## src/rtl/reg_dump_unit.sv

```systemverilog
// End-of-run observer: counts clocks until the core completes or times out, snapshots
// the register file, then streams {cycle_count, regs[0..NREGS-1]} over valid/ready.
module reg_dump_unit #(
    parameter int XLEN       = 32,
    parameter int MAX_CLOCKS = 100000,
    parameter int NREGS      = 32
) (
    input  logic            clk,
    input  logic            rst,
    input  logic            completed,
    input  logic [XLEN-1:0] registers [0:NREGS-1],
    output logic            out_valid,
    input  logic            out_ready,
    output logic [XLEN-1:0] out_data,
    output logic [5:0]      out_index,
    output logic            out_last,
    output logic            timed_out,
    output logic            done
);

    localparam int          IDXW     = (NREGS > 1) ? $clog2(NREGS) : 1;
    localparam logic [31:0] LAST_CNT = 32'(MAX_CLOCKS - 1);
    localparam logic [31:0] MAX_CNT  = 32'(MAX_CLOCKS);
    localparam logic [5:0]  LAST_IDX = 6'(NREGS);

    typedef enum logic [1:0] {
        ST_RUN,
        ST_SEND,
        ST_DONE
    } state_e;

    state_e            state_q, state_d;
    logic [31:0]       count_q, count_d;
    logic [5:0]        idx_q, idx_d;
    logic              valid_q, valid_d;
    logic [XLEN-1:0]   data_q, data_d;
    logic              last_q, last_d;
    logic              timed_q, timed_d;
    logic              done_q, done_d;
    logic              capture;
    logic [XLEN-1:0]   snap_q [0:NREGS-1];

    always_comb begin
        // NOTE: every signal written here gets a default first, so no path can infer a latch.
        state_d = state_q;
        count_d = count_q;
        idx_d   = idx_q;
        valid_d = valid_q;
        data_d  = data_q;
        last_d  = last_q;
        timed_d = timed_q;
        done_d  = done_q;
        capture = 1'b0;

        case (state_q)
            ST_RUN: begin
                if (completed) begin
                    capture = 1'b1;
                    timed_d = 1'b0;
                    data_d  = XLEN'(count_q);
                end else if (count_q == LAST_CNT) begin
                    capture = 1'b1;
                    count_d = MAX_CNT;
                    timed_d = 1'b1;
                    data_d  = XLEN'(MAX_CNT);
                end else begin
                    count_d = count_q + 32'd1;
                end
                if (capture) begin
                    state_d = ST_SEND;
                    valid_d = 1'b1;
                    idx_d   = 6'd0;
                    last_d  = 1'b0;
                end
            end

            ST_SEND: begin
                if (valid_q && out_ready) begin
                    if (idx_q == LAST_IDX) begin
                        state_d = ST_DONE;
                        valid_d = 1'b0;
                        last_d  = 1'b0;
                        idx_d   = 6'd0;
                        done_d  = 1'b1;
                    end else begin
                        // Word k carries snapshot[k-1], so the word after idx is snapshot[idx].
                        idx_d  = idx_q + 6'd1;
                        data_d = snap_q[idx_q[IDXW-1:0]];
                        last_d = ((idx_q + 6'd1) == LAST_IDX);
                    end
                end
            end

            ST_DONE: begin
                done_d = 1'b1;
            end

            default: state_d = ST_RUN;
        endcase
    end

    // NOTE: sequential state uses non-blocking assignments so all registers update together.
    always_ff @(posedge clk or posedge rst) begin
        if (rst) begin
            state_q <= ST_RUN;
            count_q <= 32'd0;
            idx_q   <= 6'd0;
            valid_q <= 1'b0;
            data_q  <= '0;
            last_q  <= 1'b0;
            timed_q <= 1'b0;
            done_q  <= 1'b0;
        end else begin
            state_q <= state_d;
            count_q <= count_d;
            idx_q   <= idx_d;
            valid_q <= valid_d;
            data_q  <= data_d;
            last_q  <= last_d;
            timed_q <= timed_d;
            done_q  <= done_d;
        end
    end

    // NOTE: the snapshot is deliberately not reset; it is always written before it is read.
    always_ff @(posedge clk) begin
        if (capture) begin
            snap_q <= registers;
        end
    end

    assign out_valid = valid_q;
    assign out_data  = data_q;
    assign out_index = idx_q;
    assign out_last  = last_q;
    assign timed_out = timed_q;
    assign done      = done_q;

endmodule

```

## config.mk

```make
export PLATFORM = sky130hd
export DESIGN_NAME = reg_dump_unit
export DESIGN_NICKNAME = d
export VERILOG_FILES = /design/src/rtl/reg_dump_unit.sv
export SDC_FILE = /design/constraint.sdc
export NUM_CORES = 1
export LEC_CHECK = 0
export ABC_CLOCK_PERIOD_IN_PS = 24300
export CAP_MARGIN = 10
export CORE_AREA = 2 2 416 418
export CTS_CLUSTER_DIAMETER = 40
export DETAILED_ROUTE_END_ITERATION = 12
export DIE_AREA = 0 0 418 420
export GPL_TIMING_DRIVEN = 0
export PLACE_DENSITY = 0.5
export RECOVER_POWER = 50
export SYNTH_ARGS = -nofsm -noshare
export SYNTH_HDL_FRONTEND = slang
export SYNTH_SLANG_ARGS = --single-unit
```

## constraint.sdc

```tcl
create_clock -name clk -period 24.3 [get_ports clk]
set_input_delay 4.86 -clock clk [delete_from_list [all_inputs] [get_ports clk]]
set_output_delay 4.86 -clock clk [all_outputs]
set_load 0.01 [all_outputs]
```

==> reports/metrics.yaml <==
status:
  status: "finished, violations left"
  violations: "max-capacitance violations, max-slew violations"
global_routing:
  grt_usage: 0.207
  grt_pass1_wl_um: 241000
  first_global_vias: 27700
  grt_max_degree: 61
  antenna_found_initial: 254
  grt-ovfl-total: 0
sta:
  tightest_slew_ns: 3.52
  fmax_ghz: 0.118
  finalSetupViolations: 0
  post-route-min-period_ns: 8.48
  rsz0062_at_grt: "false"
  drv_slew: 61
  fin_tns_setup_ns: 0
  setup_slack_ns: 15.82
  slew_headroom: -1.35
  hold_viol_final: 0
  fin_crit_sh: 0.349
  skew_ns: 0.0470
setup_path:
  critPathKind: "in2async"
  end_kind: "async pin"
  critPathMaxFanout: 60
  slowest_stage: "clkbuf_1"
  cp_slowest_stage_delay_ns: 2.52
  critical_path.cell_chain: "dlygate4sd3_1 -> clkinvlp_2 -> clkbuf_1"
  crit_arrival_ns: 8.58
  worstSetupStartpointType: "primary input"
  required_ns: 24.40
die:
  rows: 152
  die_area_um2: 176000
  core_area_um2: 171000
  die_w_um: 418
  die_h_um: 420
  initial_core_util: 0.248
  ios: 1070
place:
  gp_congestion: 0.805
  post_dp_cell_area_um2: 56600
  place_ws_ns: 15.65
  io_buffers: 1069
  dp.final_hpwl_um: 145000
  dp_cells: 5373
cts:
  cts_hold_buf: 0
  clk_path_buf_depth: 3
  post_cts_buffers: 0
  htreeDepth: 4
  cts_buffers: 203
  clkTransAtPathRegs_ns: 0.05
  clkLatencyLatePin_ns: 0.85
  cts-resized-gates: 0
  cts_tree: "yes"
  cts_num_sinks: 1100
  clock-root-buffer: "clkbuf_16"
yosys:
  yosys_register_bits: 1100
  avgSynthCellArea_um2: 20.8
  synthArstFlopShare: 0.0691
  synth_warnings: 0
  ys_seq_area_frac: 0.769
  synthFlopType: "edfxtp_1"
  synth-edff-count: 1024
  syn_area_um2: 42500
  syn-num-nets: 3071
  synth.distinct_cells: 66
  postSynthCellCount: 2039
layout:
  nets: 4377
  final_cell_mix: "dlygate4sd3_1, edfxtp_1, clkbuf_16"
  drive_above_1_share: 0.198
  design_area_um2: 63900
  area.growth.synth_to_final_pct: 50.6
  fin_cells: 5828
  layout_commonest_cell: "dlygate4sd3_1"
route:
  ant_nets: 0
  wire_per_inst_um: 31.9
  drcViolationCount: 0
  drt-initial-drc-count: 1936
  detail_route.first_pass.iterations: 6
  wl_um: 186000
  vias: 26900
  vias_per_cell: 4.62
power:
  fin_total_pwr_uw: 5140
  p_leak_uw: 0.0214
  p_per_area_nw_per_um2: 80.4
  irDropWorstVdd_mv: 0.0574
min_path:
  hold_class: "reg2reg"
job:
  maxCapViolations: 1
==> cell type report <==
class,count,area (µm²)
tap,2233,2790
clock buffer,224,5290
sequential,1100,32700
buffer,114,677
inverter,15,61.3
multi-input combinational,810,9080
antenna,71,178
fill,15900,107000
timing repair buffer,1101,11300
clock inverter,160,1880
==> critical path, delay by kind of cell <==
kind                   cells  cell delay, ns
buffers and inverters      3            3.66
==> per-layer routing <==
metal | track usage | up-vias | part of all wire
met5 | 0 | - | 0.0029
met4 | 0.0723 | 86 | 0.040
met3 | 0.0570 | 589 | 0.070
met2 | 0.381 | 1383 | 0.53
met1 | 0.227 | 13500 | 0.36
li1 | - | 11400 | -
==> cell usage after synthesis (3+ instances only) <==
library cell / instances / area [µm²]
edfxtp_1: 1024 / 30700
mux4_2: 195 / 4390
mux2i_1: 107 / 1070
dfrtp_1: 76 / 1900
nand2_1: 67 / 251
clkbuf_1: 42 / 158
a211oi_1: 41 / 308
nor2_1: 38 / 143
buf_2: 36 / 180
a22o_1: 35 / 307
mux2_2: 32 / 360
a21oi_1: 31 / 155
a221o_1: 27 / 270
xnor2_1: 22 / 193
o221ai_1: 21 / 184
o22ai_1: 20 / 125
and3_1: 15 / 93.8
buf_4: 15 / 113
buf_6: 13 / 146
inv_1: 13 / 48.8
nand3_1: 13 / 65.1
a22oi_1: 12 / 90.1
a221oi_1: 11 / 96.3
nand4_1: 10 / 62.6
o2111ai_1: 10 / 87.6
o211ai_1: 10 / 75.1
o21ai_0: 10 / 50.1
xor2_1: 8 / 70.1
nor3_1: 7 / 35.0
buf_1: 5 / 18.8
nor4_1: 5 / 31.3
ha_1: 4 / 50.1
mux2_4: 4 / 60.1
nand3b_1: 4 / 30.0
or3_1: 4 / 25.0
a21boi_0: 3 / 22.5
a21o_1: 3 / 22.5
a31oi_1: 3 / 18.8
and2_1: 3 / 18.8
buf_12: 3 / 60.1
nand2b_1: 3 / 18.8
or3b_2: 3 / 26.3
==> per-stage QoR <==
| stage | hold WS, ns | utilization |
|---|---|---|
| after floorplan | 0.469 | - |
| after global placement | 0.457 | 0.327 |
| after detailed placement | 0.462 | 0.331 |
| after CTS | 0.474 | 0.373 |
| after global routing | 0.501 | 0.374 |
| final | 0.470 | 0.374 |
==> path summary, 6_finish.rpt <==
| check | cells after the start | slack (ns) | start | endpoint |
|---|---|---|---|---|
| max | 3 | 15.82 | rst | count_q[23]$_DFFE_PP0P_ |
| min | 1 | 0.47 | done$_DFFE_PP0P_ | done$_DFFE_PP0P_ |
| max reg2reg | 8 | 19.85 | out_index[1]$_DFFE_PP0P_ | out_data[0]$_DFFE_PP0P_ |
| max in group clk | 11 | 15.89 | completed | snap_q[68]$_DFFE_PP_ |
| min in group asynchronous | 2 | 4.67 | rst | out_data[10]$_DFFE_PP0P_ |
| min reg2reg | 1 | 0.47 | done$_DFFE_PP0P_ | done$_DFFE_PP0P_ |
==> registers in the layout, indices dropped and copies added, names as in the netlist <==
register and count:
count_q 32, out_valid 1, out_index 6, state_q 2, done 1, timed_out 1
out_data 32, out_last 1, snap_q 1024
==> cell families (layout without fill, tap and decap cells) <==
logic type	Yosys count	count (layout)	share of synthesized area
flip-flops	1100	1100	0.769
multiplexers	339	339	0.139
adder cells (fa/ha/maj)	4	4	0.00118
AND/OR/NAND/NOR	187	187	0.0219
AO/OA/AOI/OAI	250	250	0.0457
buffers and inverters	129	1614	0.0172
other	0	71	0
XOR/XNOR	30	30	0.00619
==> power breakdown <==
| part | total, µW | internal (µW) | leakage [µW] | switching [µW] |
|---|---|---|---|---|
| logic | 140 | 110 | 0.00777 | 30.6 |
| clock network | 2930 | 1850 | 0.00345 | 1080 |
| registers | 2070 | 2070 | 0.0102 | 0 |
| total | 5140 | 4030 | 0.0214 | 1110 |
Note: power is estimated with default switching activity, not from simulation.
